`src/rtl/muldiv_seq_pkg.sv`:
```
// muldiv_seq_pkg: op/state codes and decode helpers for the mul/div sequencer
package muldiv_seq_pkg;
    localparam int MD_WIDTH = 32;
    typedef enum logic [2:0] {
        MD_OP_MULT  = 3'd0,
        MD_OP_MULTU = 3'd1,
        MD_OP_DIV   = 3'd2,
        MD_OP_DIVU  = 3'd3,
        MD_OP_MTHI  = 3'd4,
        MD_OP_MTLO  = 3'd5
    } md_op_e;
    typedef enum logic [1:0] {
        MD_ST_IDLE,
        MD_ST_RUN,
        MD_ST_FIX
    } md_st_e;
    function automatic logic md_is_arith(input logic [2:0] op);
        return op <= 3'(MD_OP_DIVU);
    endfunction
    function automatic logic md_is_signed(input logic [2:0] op);
        return op == 3'(MD_OP_MULT) || op == 3'(MD_OP_DIV);
    endfunction
    function automatic logic md_is_div(input logic [2:0] op);
        return op == 3'(MD_OP_DIV) || op == 3'(MD_OP_DIVU);
    endfunction
endpackage

```
`src/rtl/muldiv_seq_if.sv`:
```
// muldiv_seq_if: request/result bundle between the EX stage and the mul/div sequencer
interface muldiv_seq_if #(
    parameter int WIDTH = 32
);
    logic             start;
    logic [2:0]       op;
    logic [WIDTH-1:0] a;
    logic [WIDTH-1:0] b;
    logic             flush;
    logic             busy;
    logic             done;
    logic [WIDTH-1:0] hi;
    logic [WIDTH-1:0] lo;
    modport master(output start, op, a, b, flush, input busy, done, hi, lo);
    modport slave(input start, op, a, b, flush, output busy, done, hi, lo);
endinterface

```
`src/rtl/muldiv_seq_step.sv`:
```
// muldiv_step: one radix-2 iteration, shift-add multiply or restoring shift-subtract divide
module muldiv_step #(
    parameter int WIDTH = 32
) (
    input  logic               div_i,
    input  logic [2*WIDTH:0]   acc_i,
    input  logic [WIDTH-1:0]   opnd_i,
    output logic [2*WIDTH:0]   acc_o,
    output logic               qbit_o
);
    logic [WIDTH:0] sum, rem_s, diff;
    logic           borrow;
    always_comb begin
        sum = acc_i[2*WIDTH:WIDTH] + {1'b0, acc_i[0] ? opnd_i : '0};
        rem_s = acc_i[2*WIDTH-1:WIDTH-1];
        {borrow, diff} = {1'b0, rem_s} - {2'b0, opnd_i};
        acc_o = div_i ? {borrow ? rem_s : diff, acc_i[WIDTH-2:0], 1'b0}
                      : {1'b0, sum, acc_i[WIDTH-1:1]};
        qbit_o = div_i & ~borrow;
    end
endmodule

```
`src/rtl/muldiv_seq.sv`:
```
// muldiv_seq: iterative MULT/MULTU/DIV/DIVU sequencer owning the HI/LO registers
module muldiv_seq
    import muldiv_seq_pkg::*;
#(
    parameter int WIDTH = MD_WIDTH
) (
    input logic         clk,
    input logic         rst_n,
    muldiv_seq_if.slave md
);
    localparam int CW = $clog2(WIDTH);
    md_st_e             state_q;
    logic [CW-1:0]      cnt_q;
    logic [2*WIDTH:0]   acc_q, acc_d, acc_s;
    logic [WIDTH-1:0]   opnd_q, hi_q, lo_q, hi_d, lo_d, ua, ub, quo, rem;
    logic [2*WIDTH-1:0] prod;
    logic               div_q, neg_q, rneg_q, dz_q, done_q, qbit, sa, sb;
    muldiv_step #(.WIDTH(WIDTH)) u_step (
        .div_i (div_q),
        .acc_i (acc_q),
        .opnd_i(opnd_q),
        .acc_o (acc_s),
        .qbit_o(qbit)
    );
    always_comb begin
        sa = md_is_signed(md.op) & md.a[WIDTH-1];
        sb = md_is_signed(md.op) & md.b[WIDTH-1];
        ua = sa ? -md.a : md.a;
        ub = sb ? -md.b : md.b;
        acc_d = {acc_s[2*WIDTH:1], acc_s[0] | qbit};
        prod = neg_q ? -acc_q[2*WIDTH-1:0] : acc_q[2*WIDTH-1:0];
        quo = neg_q ? -acc_q[WIDTH-1:0] : acc_q[WIDTH-1:0];
        rem = rneg_q ? -acc_q[2*WIDTH-1:WIDTH] : acc_q[2*WIDTH-1:WIDTH];
        lo_d = div_q ? (dz_q ? '1 : quo) : prod[WIDTH-1:0];
        hi_d = div_q ? rem : prod[2*WIDTH-1:WIDTH];
    end
    // Divide by zero needs no special path for HI: the restoring loop leaves |a| as remainder
    always_ff @(posedge clk or negedge rst_n) begin
        if (!rst_n) begin
            state_q <= MD_ST_IDLE;
            cnt_q   <= '0;
            acc_q   <= '0;
            opnd_q  <= '0;
            div_q   <= 1'b0;
            neg_q   <= 1'b0;
            rneg_q  <= 1'b0;
            dz_q    <= 1'b0;
            hi_q    <= '0;
            lo_q    <= '0;
            done_q  <= 1'b0;
        end else begin
            done_q <= 1'b0;
            if (md.flush) begin
                state_q <= MD_ST_IDLE;
                cnt_q   <= '0;
            end else begin
                case (state_q)
                    MD_ST_IDLE: begin
                        if (md.start && md_is_arith(md.op)) begin
                            acc_q   <= {{(WIDTH+1){1'b0}}, md_is_div(md.op) ? ua : ub};
                            opnd_q  <= md_is_div(md.op) ? ub : ua;
                            div_q   <= md_is_div(md.op);
                            neg_q   <= sa ^ sb;
                            rneg_q  <= sa;
                            dz_q    <= md.b == '0;
                            cnt_q   <= '0;
                            state_q <= MD_ST_RUN;
                        end else if (md.start && md.op == 3'(MD_OP_MTHI)) begin
                            hi_q <= md.a;
                        end else if (md.start && md.op == 3'(MD_OP_MTLO)) begin
                            lo_q <= md.a;
                        end
                    end
                    MD_ST_RUN: begin
                        acc_q <= acc_d;
                        cnt_q <= cnt_q + 1'b1;
                        if (cnt_q == CW'(WIDTH-1)) state_q <= MD_ST_FIX;
                    end
                    MD_ST_FIX: begin
                        hi_q    <= hi_d;
                        lo_q    <= lo_d;
                        done_q  <= 1'b1;
                        state_q <= MD_ST_IDLE;
                    end
                    default: state_q <= MD_ST_IDLE;
                endcase
            end
        end
    end
    assign md.busy = state_q != MD_ST_IDLE;
    assign md.done = done_q;
    assign md.hi   = hi_q;
    assign md.lo   = lo_q;
endmodule

```
`src/flat_wrapper.sv`:
```
// flat-port wrapper written by rule: the top's interface ports become plain ports
module muldiv_seq_flat import muldiv_seq_pkg::*;
#(
    parameter int WIDTH = MD_WIDTH
)
  (clk, rst_n, md_start, md_op, md_a, md_b, md_flush, md_busy, md_done, md_hi, md_lo);
  muldiv_seq_if #(.WIDTH(WIDTH)) md_i ();
  input logic clk;
  input logic rst_n;
  input wire logic [$bits(md_i.start)-1:0] md_start;
  input wire logic [$bits(md_i.op)-1:0] md_op;
  input wire logic [$bits(md_i.a)-1:0] md_a;
  input wire logic [$bits(md_i.b)-1:0] md_b;
  input wire logic [$bits(md_i.flush)-1:0] md_flush;
  output wire logic [$bits(md_i.busy)-1:0] md_busy;
  output wire logic [$bits(md_i.done)-1:0] md_done;
  output wire logic [$bits(md_i.hi)-1:0] md_hi;
  output wire logic [$bits(md_i.lo)-1:0] md_lo;
  assign md_i.start = md_start;
  assign md_i.op = md_op;
  assign md_i.a = md_a;
  assign md_i.b = md_b;
  assign md_i.flush = md_flush;
  assign md_busy = md_i.busy;
  assign md_done = md_i.done;
  assign md_hi = md_i.hi;
  assign md_lo = md_i.lo;
  muldiv_seq #(.WIDTH(WIDTH)) u_core (.clk(clk), .rst_n(rst_n), .md(md_i));
endmodule
```
`config.mk`:
```
export PLATFORM = sky130hd
export DESIGN_NAME = muldiv_seq_flat
export DESIGN_NICKNAME = d
export VERILOG_FILES = /design/src/rtl/muldiv_seq_pkg.sv /design/src/rtl/muldiv_seq_if.sv /design/src/rtl/muldiv_seq_step.sv /design/src/rtl/muldiv_seq.sv /design/src/flat_wrapper.sv
export SDC_FILE = /design/constraint.sdc
export NUM_CORES = 1
export LEC_CHECK = 0
export CAP_MARGIN = 10
export CORE_MARGIN = 1
export CORE_UTILIZATION = 54
export DETAILED_ROUTE_END_ITERATION = 12
export PLACE_DENSITY = 0.79
export SYNTH_ARGS = -nofsm -noshare
export SYNTH_HDL_FRONTEND = slang
export SYNTH_SLANG_ARGS = --single-unit
```
`constraint.sdc`:
```
create_clock -name clk -period 3.4 [get_ports clk]
set_input_delay 0.68 -clock clk [delete_from_list [all_inputs] [get_ports clk]]
set_output_delay 0.68 -clock clk [all_outputs]
set_load 0.005 [all_outputs]
```
==> flow_metrics.tcl <==
set metrics [dict create \
    dp_slack_ns -0.111 \
    yosys.cell_types.count 77 \
    synth.area.top_cells "dfrtp_1 29%, o21ai_0 7.1%, xnor2_1 6.2%" \
    ys.flop_type "dfrtp_1" \
    hold_viol 0 \
    initial_utilization 0.554 \
    endpoint_kind "flop" \
    postSynthAreaPerCell_sq_um 7.71 \
    grt_usage 0.408 \
    die_w_um 169 \
    overflow 0 \
    syn_area_sq_mm 0.0150 \
    path_clk_slew_ns 0.08 \
    grt_max_degree 71 \
    core_sq_mm 0.0272 \
    synth_compound_area_frac 0.263 \
    cts-root-buf "clkbuf_16" \
    skew_ns 0.0168 \
    yosysTopAreaCell "dfrtp_1" \
    period_needed_ns 3.34 \
    route.detailed.drc 0 \
    netlist.area_leader.share 0.288 \
    setup_ws_ns 0.0636 \
    cts_buffers 17 \
    finish.net_count 2352 \
    crit_path_max_incr_delay_ns 0.39 \
    synth-edff-count 0 \
    std_cell_rows 60 \
    yosys.area_share.simple 0.198 \
    synth_adder_area_share 0.0609 \
    path_cells "inv_1 -> buf_12 -> nor2_1 -> ha_1 -> and3_1 -> and2_1 -> a2111oi_4 -> nor2_1 -> a221o_1 -> a21o_1 -> a31oi_1 -> xor2_1 -> o211ai_1" \
    first_iter_violations 2382 \
    diodes 0 \
    grt_pass1_wl_um 88700 \
    seq_area_frac_synth 0.288 \
    place.gp.congestion 1.05 \
    yosysWarnings 0 \
    vias 17000 \
    period_share 0.981 \
    cp.arrival_ns 3.65 \
    postPlaceCellArea_sq_mm 0.0182 \
    relSlewSlack 0.383 \
    worst-slew-pin-transition_ns 0.918 \
    synth_nets 2095 \
    rrSetupSlack_ns 0.06 \
    required_ns 3.72 \
    numPortBuffers 136 \
    hpwl_um 45200 \
    grt_pass1_vias 15500 \
    finalSetupTns_ns 0 \
    wl_per_cell_um 22.4 \
    critPathMaxFanout 19 \
    power_density_mw_per_mm2 582 \
    die_h_um 169 \
    crit_top_cell "nor2_1" \
    critPathSlowestCell "dfrtp_1" \
    fin_total_pwr_uw 10900 \
    r2r_cells 13 \
    vdd_drop_max_mv 0.366 \
    fmax_mhz 300 \
    clock_sinks 173 \
    ys_ff_latch 173 \
    area_delta_synth_final_pct 25.0 \
    synth_mux_area_frac 0.0462 \
    layout-drive-gt1-share 0.129 \
    io_pins 137 \
    synth_xor_area_frac 0.0960 \
    synth_commonest_cells "225 x nand2_1, 212 x o21ai_0, 186 x nor2_1, 173 x dfrtp_1, 144 x a21oi_1" \
    synth_top_family_by_area "compound AO/OA/AOI/OAI gates" \
    synthArstFlopShare 1.00 \
    r2r-end "u_core.acc_q[56]" \
    power.leakage_uw 0.00826 \
    postRouteAntennaNets 0 \
    cts_tree "built" \
    cp_num_buf_inv 2 \
    dieArea_sq_mm 0.0285 \
    synth_most_common_cell "nand2_1" \
    first_pass_iters 6 \
    cts.htree.levels 4 \
    critical_path.top_delay_family "compound AO/OA/AOI/OAI gates" \
    max_cap_viol_count 0 \
    syn_inst 1952 \
    drv_slew 0 \
    antenna_found_initial 0 \
    setup_violations 0 \
    wirelength_um 58200 \
    crit_type "reg -> reg" \
    reg2reg_from "u_core.acc_q[0]" \
    startpoint_type "flop" \
    drt-vias-per-instance 6.54 \
    clockBufferDepth 2 \
    status "finished, final reports clean" \
    clock_latency_ns 0.46 \
    final_cell_area_sq_mm 0.0188 \
    fin_util 0.692 \
    hp-class "in -> async" \
]
[kinds of logic after synthesis]
| kind of cell | count (synthesis) |
|---|---|
| AO/OA/AOI/OAI | 644 |
| XOR/XNOR | 165 |
| adder cells (fa/ha/maj) | 72 |
| buffers and inverters | 187 |
| flip-flops | 173 |
| multiplexers | 69 |
| AND/OR/NAND/NOR | 642 |
[sequential cells by signal, indices dropped and copies added, names as in the netlist]
signal	count
u_core.acc_q	65
u_core.md.hi	32
u_core.md.lo	32
u_core.opnd_q	32
u_core.cnt_q	5
u_core.state_q	2
u_core.div_q	1
u_core.dz_q	1
u_core.md.done	1
u_core.neg_q	1
u_core.rneg_q	1
[area by class of cell]
type / count / area [sq um]
clock inverters: 13 / 128
flip-flops and latches: 173 / 4330
clock buffers: 19 / 433
well taps: 372 / 465
fillers: 2258 / 8360
repair buffers: 358 / 3130
inverters: 67 / 251
multi-input cells: 1592 / 10100
[repair_timing]
action                                  in CTS  in global routing
hold buffers                                 0                  0
endpoints found under the hold margin        0                  0
buffers inserted                             0                  2
gates resized for setup                      0                  8
endpoints found under the setup margin       0                 11
[worst max path at each step]
stage,slack [ns],to,cells past startpoint,startpoint
global route,-0.05,u_core.acc_q[56],13,u_core.acc_q[0]
floorplan,0.13,u_core.acc_q[56],14,u_core.acc_q[0]
global placement,-0.07,u_core.acc_q[28],10,md_a[13]
finish,0.06,u_core.acc_q[56],13,u_core.acc_q[0]
CTS,0.02,u_core.acc_q[56],13,u_core.acc_q[0]
detailed placement,-0.11,u_core.acc_q[28],10,md_a[13]
[where the power goes]
part | switching (uW) | internal [uW]
Clock | 961 | 1030
Combinational | 3370 | 2660
Sequential | 439 | 2490
[stage by stage]
| step | std cells | hold WS (ns) |
|---|---|---|
| 6_report | 2594 | 0.188 |
| 5_1_grt | 2594 | 0.221 |
| 4_1_cts | 2592 | 0.203 |
| 3_5_place_dp | 2560 | 0.472 |
| 3_3_place_gp | 2560 | 0.462 |
| 2_1_floorplan | 1952 | 0.384 |
[metal layers]
| layer | up-vias | global-route usage | part of all wire |
|---|---|---|---|
| li1 | 7582 | - | - |
| met4 | 0 | 0.215 | 0.056 |
| met5 | - | 0 | 0 |
| met1 | 8034 | 0.558 | 0.40 |
| met3 | 188 | 0.0823 | 0.12 |
| met2 | 1158 | 0.609 | 0.42 |
[layout by cell type, fill, tap and decap left out, drive strengths merged, types with 33 or more instances in the layout]
cell and n:
xnor2 106, mux2i 65, nor2 186, a31oi 33, inv 72, o21ai 217, ha 70, a21oi 145
o22ai 44, buf 223, clkdlybuf4s50 135, xor2 59, nand2 225, nand3 45, dfrtp 173
No activity file was read; power rests on OpenSTA's default activity.
